File: config.mk
export PLATFORM = sky130hd
export DESIGN_NAME = multi_cycle_control_flat
export DESIGN_NICKNAME = d
export VERILOG_FILES = /design/src/rtl/mc_ctrl_pkg.sv /design/src/rtl/multi_cycle_control_if.sv /design/src/rtl/mc_opcode_decode.sv /design/src/rtl/multi_cycle_control.sv /design/src/flat_wrapper.sv
export SDC_FILE = /design/constraint.sdc
export NUM_CORES = 1
export LEC_CHECK = 0
export CAP_MARGIN = 20
export CELL_PAD_IN_SITES_DETAIL_PLACEMENT = 0
export CELL_PAD_IN_SITES_GLOBAL_PLACEMENT = 1
export CORE_ASPECT_RATIO = 1.1
export CORE_MARGIN = 3
export CORE_UTILIZATION = 39
export CTS_BUF_LIST = sky130_fd_sc_hd__clkbuf_4 sky130_fd_sc_hd__clkbuf_8 sky130_fd_sc_hd__clkbuf_16
export DETAILED_ROUTE_END_ITERATION = 12
export PLACE_DENSITY = 0.83
export SLEW_MARGIN = 20
export SYNTH_ARGS = -nofsm -noshare
export SYNTH_HDL_FRONTEND = slang
export SYNTH_SLANG_ARGS = --single-unit
File: constraint.sdc
create_clock -name clk -period 5.1 [get_ports clk]
set_input_delay 1.02 -clock clk [delete_from_list [all_inputs] [get_ports clk]]
set_output_delay 1.02 -clock clk [all_outputs]
set_load 0.02 [all_outputs]
File: src/rtl/mc_ctrl_pkg.sv
// Shared encodings for the multi-cycle controller: opcodes, ALU ops,
// datapath selector codes, FSM states and the opcode-decode payload.
package mc_ctrl_pkg;

  localparam int unsigned OP_R    = 0;
  localparam int unsigned OP_J    = 2;
  localparam int unsigned OP_JAL  = 3;
  localparam int unsigned OP_BEQ  = 4;
  localparam int unsigned OP_BNE  = 5;
  localparam int unsigned OP_ADDI = 8;
  localparam int unsigned OP_SLTI = 10;
  localparam int unsigned OP_ANDI = 12;
  localparam int unsigned OP_ORI  = 13;
  localparam int unsigned OP_XORI = 14;
  localparam int unsigned OP_LUI  = 15;
  localparam int unsigned OP_LW   = 35;
  localparam int unsigned OP_SW   = 43;

  localparam int unsigned ALU_CODE_W = 3;
  localparam logic [2:0] ALU_ADD   = 3'b000;
  localparam logic [2:0] ALU_SUB   = 3'b001;
  localparam logic [2:0] ALU_FUNCT = 3'b010;
  localparam logic [2:0] ALU_AND   = 3'b011;
  localparam logic [2:0] ALU_OR    = 3'b100;
  localparam logic [2:0] ALU_SLT   = 3'b101;
  localparam logic [2:0] ALU_XOR   = 3'b110;
  localparam logic [2:0] ALU_LUI   = 3'b111;

  localparam logic [1:0] DST_RT  = 2'b00;
  localparam logic [1:0] DST_RD  = 2'b01;
  localparam logic [1:0] DST_RA  = 2'b10;

  localparam logic [1:0] M2R_ALU = 2'b00;
  localparam logic [1:0] M2R_MDR = 2'b01;
  localparam logic [1:0] M2R_PC  = 2'b10;

  localparam logic [1:0] SRCB_RT   = 2'b00;
  localparam logic [1:0] SRCB_FOUR = 2'b01;
  localparam logic [1:0] SRCB_IMM  = 2'b10;
  localparam logic [1:0] SRCB_IMM2 = 2'b11;

  localparam logic [1:0] PCS_ALU  = 2'b00;
  localparam logic [1:0] PCS_OUT  = 2'b01;
  localparam logic [1:0] PCS_JUMP = 2'b10;

  typedef enum logic [3:0] {
    S_IDLE, S_FETCH, S_DECODE, S_EXEC_R, S_EXEC_I, S_ALU_WB,
    S_MEM_ADDR, S_MEM_READ, S_MEM_WB, S_MEM_WRITE, S_BRANCH, S_JUMP
  } state_t;

  typedef enum logic [2:0] {
    CLS_ILLEGAL, CLS_R, CLS_MEM, CLS_IMM, CLS_BRANCH, CLS_JUMP
  } op_class_t;

  typedef struct packed {
    op_class_t  cls;
    logic [2:0] alu_i;    // ALU op for immediate-class instructions
    logic       legal;
    logic       is_load;  // lw vs sw
    logic       is_bne;   // bne vs beq
    logic       is_link;  // jal vs j
  } dec_t;

endpackage

File: src/rtl/multi_cycle_control_if.sv
// Controller <-> instruction register / datapath bundle.
// master: the controller (consumes Opcode/mem_ready, drives control).
// slave : the datapath side.
interface multi_cycle_control_if #(
  parameter int unsigned OPCODE_W = 6,
  parameter int unsigned ALUOP_W  = 3,
  parameter int unsigned CNT_W    = 32
);
  logic [OPCODE_W-1:0] Opcode;
  logic                mem_ready;
  logic                PC_Write;
  logic                PC_Write_Cond;
  logic                PC_Write_Not_Equal;
  logic                IorD;
  logic                Mem_Read;
  logic                Mem_Write;
  logic                IR_Write;
  logic [1:0]          Reg_Dst;
  logic [1:0]          Mem_to_Reg;
  logic                Reg_Write;
  logic                ALU_Src_A;
  logic [1:0]          ALU_Src_B;
  logic [ALUOP_W-1:0]  ALU_Op;
  logic [1:0]          PC_Source;
  logic                illegal_op;
  logic [CNT_W-1:0]    instr_count;

  modport master (
    input  Opcode, mem_ready,
    output PC_Write, PC_Write_Cond, PC_Write_Not_Equal, IorD, Mem_Read,
           Mem_Write, IR_Write, Reg_Dst, Mem_to_Reg, Reg_Write, ALU_Src_A,
           ALU_Src_B, ALU_Op, PC_Source, illegal_op, instr_count
  );

  modport slave (
    output Opcode, mem_ready,
    input  PC_Write, PC_Write_Cond, PC_Write_Not_Equal, IorD, Mem_Read,
           Mem_Write, IR_Write, Reg_Dst, Mem_to_Reg, Reg_Write, ALU_Src_A,
           ALU_Src_B, ALU_Op, PC_Source, illegal_op, instr_count
  );
endinterface

File: src/rtl/mc_opcode_decode.sv
// Combinational opcode classifier shared by next-state and output logic.
// Ports: op (opcode), dec (class, immediate ALU op, legal and sub-kind flags).
module mc_opcode_decode
  import mc_ctrl_pkg::*;
#(
  parameter int unsigned OPCODE_W = 6
) (
  input  logic [OPCODE_W-1:0] op,
  output dec_t                dec
);

  always_comb begin
    dec       = '0;
    dec.cls   = CLS_ILLEGAL;
    dec.alu_i = ALU_ADD;
    case (op)
      OPCODE_W'(OP_R):    begin dec.cls = CLS_R;      dec.legal = 1'b1; end
      OPCODE_W'(OP_LW):   begin dec.cls = CLS_MEM;    dec.legal = 1'b1; dec.is_load = 1'b1; end
      OPCODE_W'(OP_SW):   begin dec.cls = CLS_MEM;    dec.legal = 1'b1; end
      OPCODE_W'(OP_ADDI): begin dec.cls = CLS_IMM;    dec.legal = 1'b1; dec.alu_i = ALU_ADD; end
      OPCODE_W'(OP_ANDI): begin dec.cls = CLS_IMM;    dec.legal = 1'b1; dec.alu_i = ALU_AND; end
      OPCODE_W'(OP_ORI):  begin dec.cls = CLS_IMM;    dec.legal = 1'b1; dec.alu_i = ALU_OR;  end
      OPCODE_W'(OP_SLTI): begin dec.cls = CLS_IMM;    dec.legal = 1'b1; dec.alu_i = ALU_SLT; end
      OPCODE_W'(OP_XORI): begin dec.cls = CLS_IMM;    dec.legal = 1'b1; dec.alu_i = ALU_XOR; end
      OPCODE_W'(OP_LUI):  begin dec.cls = CLS_IMM;    dec.legal = 1'b1; dec.alu_i = ALU_LUI; end
      OPCODE_W'(OP_BEQ):  begin dec.cls = CLS_BRANCH; dec.legal = 1'b1; end
      OPCODE_W'(OP_BNE):  begin dec.cls = CLS_BRANCH; dec.legal = 1'b1; dec.is_bne = 1'b1; end
      OPCODE_W'(OP_J):    begin dec.cls = CLS_JUMP;   dec.legal = 1'b1; end
      OPCODE_W'(OP_JAL):  begin dec.cls = CLS_JUMP;   dec.legal = 1'b1; dec.is_link = 1'b1; end
      default:            dec.cls = CLS_ILLEGAL;
    endcase
  end

endmodule

File: src/rtl/multi_cycle_control.sv
// Multi-cycle instruction sequencer: steps each instruction through
// fetch/decode/execute/memory/writeback and drives datapath control per state.
// Ports: clk, reset (async active-low), bus (master side: Opcode/mem_ready in,
// datapath controls, illegal_op pulse and retired-instruction count out).
module multi_cycle_control
  import mc_ctrl_pkg::*;
#(
  parameter int unsigned OPCODE_W = 6,
  parameter int unsigned ALUOP_W  = 3,
  parameter int unsigned CNT_W    = 32
) (
  input  logic                  clk,
  input  logic                  reset,
  multi_cycle_control_if.master bus
);

  state_t              state_q, state_d;
  logic [OPCODE_W-1:0] op_q;
  logic [OPCODE_W-1:0] op_sel;
  logic [CNT_W-1:0]    cnt_q;
  logic [2:0]          alu_c;
  logic                retire_c;
  dec_t                dec;

  // In DECODE the live opcode steers the branch; afterwards the captured copy does.
  assign op_sel = (state_q == S_DECODE) ? bus.Opcode : op_q;

  mc_opcode_decode #(.OPCODE_W(OPCODE_W)) u_dec (
    .op  (op_sel),
    .dec (dec)
  );

  // State register
  always_ff @(posedge clk or negedge reset) begin
    if (!reset) state_q <= S_IDLE;
    else        state_q <= state_d;
  end

  // Opcode capture and retired-instruction counter
  always_ff @(posedge clk or negedge reset) begin
    if (!reset) begin
      op_q  <= '0;
      cnt_q <= '0;
    end else begin
      if (state_q == S_DECODE) op_q <= bus.Opcode;
      if (retire_c)            cnt_q <= cnt_q + CNT_W'(1);
    end
  end

  assign bus.instr_count = cnt_q;

  // Next-state logic
  always_comb begin
    state_d = state_q;
    case (state_q)
      S_IDLE:   state_d = S_FETCH;
      S_FETCH:  if (bus.mem_ready) state_d = S_DECODE;
      S_DECODE: begin
        case (dec.cls)
          CLS_R:      state_d = S_EXEC_R;
          CLS_MEM:    state_d = S_MEM_ADDR;
          CLS_IMM:    state_d = S_EXEC_I;
          CLS_BRANCH: state_d = S_BRANCH;
          CLS_JUMP:   state_d = S_JUMP;
          default:    state_d = S_FETCH;
        endcase
      end
      S_EXEC_R, S_EXEC_I: state_d = S_ALU_WB;
      S_MEM_ADDR:  state_d = dec.is_load ? S_MEM_READ : S_MEM_WRITE;
      S_MEM_READ:  if (bus.mem_ready) state_d = S_MEM_WB;
      S_MEM_WRITE: if (bus.mem_ready) state_d = S_FETCH;
      S_ALU_WB, S_MEM_WB, S_BRANCH, S_JUMP: state_d = S_FETCH;
      default: state_d = S_IDLE;
    endcase
  end

  // Output logic: Moore per state, except IR/PC write in FETCH following mem_ready
  always_comb begin
    bus.PC_Write           = 1'b0;
    bus.PC_Write_Cond      = 1'b0;
    bus.PC_Write_Not_Equal = 1'b0;
    bus.IorD               = 1'b0;
    bus.Mem_Read           = 1'b0;
    bus.Mem_Write          = 1'b0;
    bus.IR_Write           = 1'b0;
    bus.Reg_Dst            = DST_RT;
    bus.Mem_to_Reg         = M2R_ALU;
    bus.Reg_Write          = 1'b0;
    bus.ALU_Src_A          = 1'b0;
    bus.ALU_Src_B          = SRCB_RT;
    bus.PC_Source          = PCS_ALU;
    bus.illegal_op         = 1'b0;
    alu_c                  = ALU_ADD;
    retire_c               = 1'b0;
    case (state_q)
      S_FETCH: begin
        bus.Mem_Read  = 1'b1;
        bus.ALU_Src_B = SRCB_FOUR;
        bus.IR_Write  = bus.mem_ready;
        bus.PC_Write  = bus.mem_ready;
      end
      S_DECODE: begin
        bus.ALU_Src_B  = SRCB_IMM2;
        bus.illegal_op = ~dec.legal;
      end
      S_EXEC_R: begin
        bus.ALU_Src_A = 1'b1;
        alu_c         = ALU_FUNCT;
      end
      S_EXEC_I: begin
        bus.ALU_Src_A = 1'b1;
        bus.ALU_Src_B = SRCB_IMM;
        alu_c         = dec.alu_i;
      end
      S_ALU_WB: begin
        bus.Reg_Write = 1'b1;
        bus.Reg_Dst   = (dec.cls == CLS_R) ? DST_RD : DST_RT;
        retire_c      = 1'b1;
      end
      S_MEM_ADDR: begin
        bus.ALU_Src_A = 1'b1;
        bus.ALU_Src_B = SRCB_IMM;
      end
      S_MEM_READ: begin
        bus.Mem_Read = 1'b1;
        bus.IorD     = 1'b1;
      end
      S_MEM_WB: begin
        bus.Reg_Write  = 1'b1;
        bus.Mem_to_Reg = M2R_MDR;
        retire_c       = 1'b1;
      end
      S_MEM_WRITE: begin
        bus.Mem_Write = 1'b1;
        bus.IorD      = 1'b1;
        retire_c      = bus.mem_ready;
      end
      S_BRANCH: begin
        bus.ALU_Src_A          = 1'b1;
        alu_c                  = ALU_SUB;
        bus.PC_Source          = PCS_OUT;
        bus.PC_Write_Cond      = ~dec.is_bne;
        bus.PC_Write_Not_Equal = dec.is_bne;
        retire_c               = 1'b1;
      end
      S_JUMP: begin
        bus.PC_Write  = 1'b1;
        bus.PC_Source = PCS_JUMP;
        if (dec.is_link) begin
          bus.Reg_Write  = 1'b1;
          bus.Reg_Dst    = DST_RA;
          bus.Mem_to_Reg = M2R_PC;
        end
        retire_c = 1'b1;
      end
      default: ;
    endcase
  end

  // Wider ALU_Op buses carry the 3-bit code with zero upper bits.
  assign bus.ALU_Op = ALUOP_W'(alu_c);

endmodule

File: src/flat_wrapper.sv
// flat-port wrapper written by rule: the top's interface ports become plain ports
module multi_cycle_control_flat import mc_ctrl_pkg::*;
#(
  parameter int unsigned OPCODE_W = 6,
  parameter int unsigned ALUOP_W  = 3,
  parameter int unsigned CNT_W    = 32
)
  (clk, reset, bus_Opcode, bus_mem_ready, bus_PC_Write, bus_PC_Write_Cond, bus_PC_Write_Not_Equal, bus_IorD, bus_Mem_Read, bus_Mem_Write, bus_IR_Write, bus_Reg_Dst, bus_Mem_to_Reg, bus_Reg_Write, bus_ALU_Src_A, bus_ALU_Src_B, bus_ALU_Op, bus_PC_Source, bus_illegal_op, bus_instr_count);
  multi_cycle_control_if #(.OPCODE_W(OPCODE_W), .ALUOP_W(ALUOP_W), .CNT_W(CNT_W)) bus_i ();
  input  logic clk;
  input  logic reset;
  input wire logic [$bits(bus_i.Opcode)-1:0] bus_Opcode;
  input wire logic [$bits(bus_i.mem_ready)-1:0] bus_mem_ready;
  output wire logic [$bits(bus_i.PC_Write)-1:0] bus_PC_Write;
  output wire logic [$bits(bus_i.PC_Write_Cond)-1:0] bus_PC_Write_Cond;
  output wire logic [$bits(bus_i.PC_Write_Not_Equal)-1:0] bus_PC_Write_Not_Equal;
  output wire logic [$bits(bus_i.IorD)-1:0] bus_IorD;
  output wire logic [$bits(bus_i.Mem_Read)-1:0] bus_Mem_Read;
  output wire logic [$bits(bus_i.Mem_Write)-1:0] bus_Mem_Write;
  output wire logic [$bits(bus_i.IR_Write)-1:0] bus_IR_Write;
  output wire logic [$bits(bus_i.Reg_Dst)-1:0] bus_Reg_Dst;
  output wire logic [$bits(bus_i.Mem_to_Reg)-1:0] bus_Mem_to_Reg;
  output wire logic [$bits(bus_i.Reg_Write)-1:0] bus_Reg_Write;
  output wire logic [$bits(bus_i.ALU_Src_A)-1:0] bus_ALU_Src_A;
  output wire logic [$bits(bus_i.ALU_Src_B)-1:0] bus_ALU_Src_B;
  output wire logic [$bits(bus_i.ALU_Op)-1:0] bus_ALU_Op;
  output wire logic [$bits(bus_i.PC_Source)-1:0] bus_PC_Source;
  output wire logic [$bits(bus_i.illegal_op)-1:0] bus_illegal_op;
  output wire logic [$bits(bus_i.instr_count)-1:0] bus_instr_count;
  assign bus_i.Opcode = bus_Opcode;
  assign bus_i.mem_ready = bus_mem_ready;
  assign bus_PC_Write = bus_i.PC_Write;
  assign bus_PC_Write_Cond = bus_i.PC_Write_Cond;
  assign bus_PC_Write_Not_Equal = bus_i.PC_Write_Not_Equal;
  assign bus_IorD = bus_i.IorD;
  assign bus_Mem_Read = bus_i.Mem_Read;
  assign bus_Mem_Write = bus_i.Mem_Write;
  assign bus_IR_Write = bus_i.IR_Write;
  assign bus_Reg_Dst = bus_i.Reg_Dst;
  assign bus_Mem_to_Reg = bus_i.Mem_to_Reg;
  assign bus_Reg_Write = bus_i.Reg_Write;
  assign bus_ALU_Src_A = bus_i.ALU_Src_A;
  assign bus_ALU_Src_B = bus_i.ALU_Src_B;
  assign bus_ALU_Op = bus_i.ALU_Op;
  assign bus_PC_Source = bus_i.PC_Source;
  assign bus_illegal_op = bus_i.illegal_op;
  assign bus_instr_count = bus_i.instr_count;
  multi_cycle_control #(.OPCODE_W(OPCODE_W), .ALUOP_W(ALUOP_W), .CNT_W(CNT_W)) u_core (.clk(clk), .reset(reset), .bus(bus_i));
endmodule
==> run metrics, run 1 <==
area taken by flip-flops and latches 1050 µm²; num rows 30; fill cell count 599; fmax 240 MHz; area of the multi-input gates 1370 µm²; hold buffer count at cts 0; die area 7510 µm²; Wirelength per Cell 14.8 µm; Post-CTS Setup Inserts 0; worst stage delay on the critical path 0.89 ns; warning count from the yosys run 0; Data required, critical path 4.08 ns; Avg Synthesized Cell Area 8.51 µm²; Total Wirelength 6380 µm; Max IR drop VDD 0.236 mV; CTS buffer count 5; n_diodes 0; Synth top area share 0.414; worst skew pair latency 0.29 ns; Async SR Flop Fraction 1.00; Finished Cell Area 3300 µm²; CTS tree yes; Fin. Hold Viols 0; final setup TNS 0 ns; switching pwr 531 µW; vias in the first global route 2196; Tightest Hold Check Type flip-flop to flip-flop; Pre-antenna DRT Iters 4; Static Leakage 0.00139 µW; RSZ-0062 raised after global routing false; Mapped Nets 308; pin count of the biggest net entering global routing 43; Port Buffers 61; post-synthesis cell type count 48; CTS Buffer Depth 2; Remaining DRCs 0; area of the mapped netlist 2540 µm²; Via Count 2289; top_reg_cell synth dfrtp_1; Final Critical Period 4.17 ns; grt total ovfl 0; Final setup viols 0; routing usage on met1 0.216; met3 track demand over resource 0.0474; WP buf/inv 1; synth-to-layout area growth 29.9%; post-synthesis sequential area ratio 0.414; Worst-path clk slew 0.08 ns; CTS-repair resized insts 0; top cells by area, synth dfrtp_1 (41%), xor2_1 (7.9%), nand2_1 (6.5%), nor3_1 (4.9%), xnor2_1 (4.8%); power share of the clock group 0.197; clk_skew 0.00875 ns; Crit path arrival time 3.15 ns; startpoint types flip-flop; Sw Ratio 0.397; Die Y-Extent 90.6 µm; Core ar. 6230 µm²; Initial Util 0.407; register bit total from synthesis 42; Final nets 361; CTS Root Cell clkbuf_8; worst slew pin tran 0.924 ns; Slew Viols, Final 0; cells along the critical path or4b_1, nor3_1, o2111ai_1, o31ai_1, clkdlybuf4s50_1; part of the power in registers 0.375; Crit Path Class flip-flop to output port; GR met2 Demand/Resource 0.286; Crit path max-delay family simple AND/OR/NAND/NOR gates; commonest cells in the netlist nand2_1 (44), dfrtp_1 (42), nor2_1 (25), nor3_1 (25), xor2_1 (23); io pins 62; ANT nets after route 0; placer's final routability congestion estimate 0.830; most common cell in the netlist nand2_1; EDFF count, synth 0; P_int 807 µW; Max-Cap Viols 0; Synth area leader dfrtp_1; H-tree depth 2; initial antenna violation count 0; worst-path fanout max 17; vias per inst 5.31; Die W 82.9 µm; GRT Total Usage 0.170; outcome finished clean; Cell Area, Placed 3180 µm²; DP HPWL 4800 µm; share of layout cells above drive strength 1 0.0484; crit share post-route 0.817; worst rel slew slack 0.384; PD cells 406 nW/µm²; Comb pwr share 0.428; first-pass GRT wire length 10600 µm; clk sinks 42; Crit-path slowest cell or4b_1; nature of the critical path endpoint output port; synthesized instance count 298; 1st-iter DRT viols 168; GR peak layer met2
## layout by cell type (no fill, tap or decap), types with 2 or more instances in the layout
master / instances
a211oi_1: 4
a21oi_1: 8
a31oi_1: 2
and3_1: 4
buf_4: 2
clkbuf_8: 6
clkdlybuf4s50_1: 60
dfrtp_1: 42
inv_1: 9
mux2_2: 2
nand2_1: 44
nand2b_1: 5
nand3_1: 13
nand4_1: 9
nand4b_1: 2
nor2_1: 25
nor2b_1: 3
nor3_1: 25
nor3b_1: 5
nor4_1: 8
o211ai_1: 2
o21ai_0: 7
o22ai_1: 2
or3_1: 2
xnor2_1: 14
xor2_1: 23
## registers in the layout, indices dropped and copies added (netlist names)
name                    flops
u_core.state_q              4
u_core.op_q                 6
u_core.bus.instr_count     32
## cells by family (layout without fill, tap and decap cells)
kind of cell,Yosys count,after routing,synth area share
AO/OA/AOI/OAI,35,35,0.0927
XOR/XNOR,37,37,0.128
adder cells (fa/ha/maj),1,1,0.00493
buffers and inverters,27,80,0.0439
flip-flops,42,42,0.414
multiplexers,2,2,0.00888
AND/OR/NAND/NOR,154,154,0.307
## layout make-up
cell class / instances / share of cell area
clock buffer: 6 / 0.0251
sequential: 42 / 0.319
multi-input combinational: 229 / 0.417
inverter: 10 / 0.0114
timing repair buffer: 63 / 0.188
tap: 80 / 0.0304
clock inverter: 1 / 0.00911
## power by group through the flow
| stage | Sequential (µW) | Combinational, µW | Clock [µW] |
|---|---|---|---|
| 4_1_cts | 499 | 577 | 271 |
| 6_report | 502 | 573 | 263 |
| 2_1_floorplan | 473 | 392 | 0 |
| 5_1_grt | 509 | 621 | 286 |
| 3_5_place_dp | 505 | 574 | 0 |
| 3_3_place_gp | 504 | 570 | 0 |
## stage by stage
step | util | cells | hold WS, ns | power [µW] | setup slack [ns]
2_1_floorplan | - | 298 | 0.498 | 865 | 1.85
3_3_place_gp | 0.511 | 424 | 0.456 | 1070 | 1.05
3_5_place_dp | 0.511 | 424 | 0.475 | 1080 | 1.01
4_1_cts | 0.529 | 431 | 0.487 | 1350 | 0.933
5_1_grt | 0.529 | 431 | 0.503 | 1420 | 0.770
6_report | 0.529 | 431 | 0.478 | 1340 | 0.933
## worst reg2reg max path, delay by kind of cell (launching register included)
kind               cells  cell delay (ns)
DFF                    1             0.58
AOI/OAI and AO/OA      2             0.16
and+or+nand+nor        3             1.61
## final timing paths
| check | startpoint | to | slack, ns | cells after the start |
|---|---|---|---|---|
| setup / recovery | u_core.state_q[0] | bus_ALU_Op[0] | 0.93 | 5 |
| hold / removal | u_core.bus.instr_count[31] | u_core.bus.instr_count[31] | 0.48 | 1 |
| setup reg to reg | u_core.state_q[0] | u_core.state_q[3] | 2.62 | 5 |
| hold reg to reg | u_core.bus.instr_count[31] | u_core.bus.instr_count[31] | 0.48 | 1 |
| max in group asynchronous | reset | u_core.op_q[4] | 3.66 | 1 |
| min in group asynchronous | reset | u_core.bus.instr_count[27] | 0.86 | 1 |
## metal layers
metal | vias to the layer above | share of wire
met2 | 52 | 0.49
met5 | - | 0
met1 | 1095 | 0.45
met3 | 6 | 0.049
li1 | 1136 | -
met4 | 0 | 0.0078
(Power assumes the default switching activity.)
==> run 2, diff against run 1 <==
--- a/config.mk
+++ b/config.mk
@@ -10,10 +10,10 @@
 export CELL_PAD_IN_SITES_GLOBAL_PLACEMENT = 1
 export CORE_ASPECT_RATIO = 1.1
 export CORE_MARGIN = 3
-export CORE_UTILIZATION = 39
+export CORE_UTILIZATION = 37
 export CTS_BUF_LIST = sky130_fd_sc_hd__clkbuf_4 sky130_fd_sc_hd__clkbuf_8 sky130_fd_sc_hd__clkbuf_16
 export DETAILED_ROUTE_END_ITERATION = 12
-export PLACE_DENSITY = 0.83
+export PLACE_DENSITY = 0.79
 export SLEW_MARGIN = 20
 export SYNTH_ARGS = -nofsm -noshare
 export SYNTH_HDL_FRONTEND = slang
==> constraint.sdc (replaced) <==
create_clock -name clk -period 4.18 [get_ports clk]
set_input_delay 0.836 -clock clk [delete_from_list [all_inputs] [get_ports clk]]
set_output_delay 0.836 -clock clk [all_outputs]
set_load 0.02 [all_outputs]
==> run 2 against run 1 <==
Via count is 0.74% lower. Worst hold slack got worse by 0.0057 ns. Die area is 5.0% higher. Global-route usage decreased by 0.62 points. Final area increased by 1.4%. Clock power up 52%. Combinational power grew 25%. Clock skew is 0.00087 ns higher.
==> run metrics, run 2 (synthesis gave the netlist of run 1 again) <==
outcome finished clean (unchanged); H-tree depth 2 (unchanged); 1st-iter DRT viols 79 (was 168); power share of the clock group 0.234 (was 0.197); placer's final routability congestion estimate 0.862 (was 0.830); Die W 84.9 µm (was 82.9 µm); Data required, critical path 3.34 ns (was 4.08 ns); io pins 62 (unchanged); initial antenna violation count 0 (unchanged); Crit path max-delay family buffers and inverters (was simple AND/OR/NAND/NOR gates); worst hold stages 1 (unchanged); cells along the critical path clkdlybuf4s50_1, nor2b_1, nand2_1, o21ai_0, nand3_1, o22ai_1, clkdlybuf4s50_1 (was or4b_1, nor3_1, o2111ai_1, o31ai_1, clkdlybuf4s50_1); critical path's most frequent cell clkdlybuf4s50_1; CTS buffer count 5 (unchanged); commonest non-fill, non-tap cell in the layout clkdlybuf4s50_1 (unchanged); worst slew pin tran 0.938 ns (was 0.924 ns); Final nets 363 (was 361); GRT Total Usage 0.163 (was 0.170); worst stage delay on the critical path 0.64 ns (was 0.89 ns); vias per inst 5.21 (was 5.31); Reg-to-Reg Start u_core.state_q[2] (was u_core.state_q[0]); switching pwr 658 µW (was 531 µW); first-pass GRT wire length 10600 µm (about the same); worst-path fanout max 9 (was 17); Comb pwr share 0.417 (was 0.428); crit share post-route 0.885; Worst-path clk slew 0.08 ns (about the same); startpoint types primary input (was flip-flop); Core ar. 6630 µm² (was 6230 µm²); R2R depth 5 (unchanged); n_diodes 0 (unchanged); CTS-repair resized insts 0 (unchanged); Finished Cell Area 3340 µm² (was 3300 µm²); Tightest Hold Check Type flip-flop to flip-flop (unchanged); Remaining DRCs 0 (unchanged); worst rel slew slack 0.375 (was 0.384); clk_skew 0.00963 ns (was 0.00875 ns); Die Y-Extent 92.8 µm (was 90.6 µm); hold_sp u_core.bus.instr_count[31] (unchanged); worst flop-to-flop path endpoint u_core.bus.instr_count[31] (was u_core.state_q[3]); Via Count 2272 (was 2289); CTS Root Cell clkbuf_8 (unchanged); die area 7890 µm² (was 7510 µm²); Sw Ratio 0.384 (was 0.397); final setup TNS 0 ns (unchanged); clk sinks 42 (unchanged); fmax 270 MHz; WP buf/inv 2 (was 1); fill cell count 612 (was 599); Hold Path End u_core.bus.instr_count[31] (unchanged); Max-Cap Viols 0 (unchanged); Final setup viols 0 (unchanged); Post-CTS Setup Inserts 0 (unchanged); DP HPWL 4550 µm (was 4800 µm); worst skew pair latency 0.29 ns (about the same); RSZ-0062 raised after global routing false (unchanged); Cell Area, Placed 3200 µm² (was 3180 µm²); Crit-path slowest cell clkdlybuf4s50_1 (was or4b_1); Total Wirelength 6210 µm (was 6380 µm); Port Buffers 61 (unchanged); Max IR drop VDD 0.380 mV (was 0.236 mV); Fin. Hold Viols 0 (unchanged); CTS Buffer Depth 2 (unchanged); Crit path arrival time 2.87 ns (was 3.15 ns); vias in the first global route 2181 (was 2196); nature of the critical path endpoint output port (unchanged); CTS tree yes (unchanged); share of layout cells above drive strength 1 0.0565 (was 0.0484); grt total ovfl 0 (unchanged); hold buffer count at cts 0 (unchanged); Reg2Reg Setup Slack 1.90 ns (was 2.62 ns); P_int 1060 µW (was 807 µW); ANT nets after route 0 (unchanged); area of the multi-input gates 1370 µm² (unchanged); Initial Util 0.382 (was 0.407); synth-to-layout area growth 31.8% (was 29.9%); Static Leakage 0.00141 µW (was 0.00139 µW); Wirelength per Cell 14.2 µm (was 14.8 µm); Crit Path Class primary input to output port (was flip-flop to output port); pin count of the biggest net entering global routing 43 (unchanged); PD cells 513 nW/µm² (was 406 nW/µm²); commonest non-fill, non-tap cells in the layout clkdlybuf4s50_1 (60), nand2_1 (44), dfrtp_1 (42), nor2_1 (25), nor3_1 (25) (unchanged); Slew Viols, Final 0 (unchanged); Pre-antenna DRT Iters 4 (unchanged); max reg flops 32 (unchanged); Final Critical Period 3.70 ns; area taken by flip-flops and latches 1050 µm² (unchanged); num rows 31 (was 30); part of the power in registers 0.349 (was 0.375)
[run 2: cell types whose count changed in the layout (fill, tap and decap cells not counted)]
cell,before,now
buf_4,2,4
bufinv_16,1,2
[run 2: stage by stage]
stage	std cells	setup slack [ns]	hold slack (ns)	total power, µW	util
3_3_place_gp	428	0.490	0.464	1320	0.483
2_1_floorplan	298	1.30	0.498	1060	-
4_1_cts	436	0.474	0.475	1730	0.504
3_5_place_dp	428	0.488	0.463	1320	0.483
5_1_grt	436	0.297	0.492	1830	0.504
6_report	436	0.479	0.472	1710	0.504
[run 2: cell type report]
cell class,instances,share of cell area
timing repair buffer,65,0.190
sequential,42,0.314
tap,82,0.0307
multi-input combinational,229,0.411
inverter,10,0.0112
clock buffer,6,0.0247
clock inverter,2,0.0180
[run 2: worst max-delay path by stage]
stage                       start             end  depth (start not counted)
floorplan           bus_Opcode[0]  bus_illegal_op                          5
global placement    bus_Opcode[0]   bus_Reg_Write                          7
detailed placement  bus_Opcode[0]   bus_Reg_Write                          7
CTS                 bus_Opcode[0]   bus_Reg_Write                          7
global route        bus_Opcode[0]   bus_Reg_Write                          7
finish              bus_Opcode[0]   bus_Reg_Write                          7
[run 2: metal layers]
layer	global-route usage	wire length (µm)	vias to the layer above	share of wire
met4	0.0554	85	0	0.014
met5	0	0	-	0
met3	0.0249	236	7	0.038
li1	-	-	1147	-
met1	0.227	2980	1066	0.48
met2	0.258	2900	52	0.47
[run 2: power by group through the flow]
stage	clock [µW]	combinational [µW]	sequential, µW
2_1_floorplan	0	479	577
3_3_place_gp	0	719	606
3_5_place_dp	0	717	604
4_1_cts	410	722	597
5_1_grt	425	784	619
6_report	400	715	599
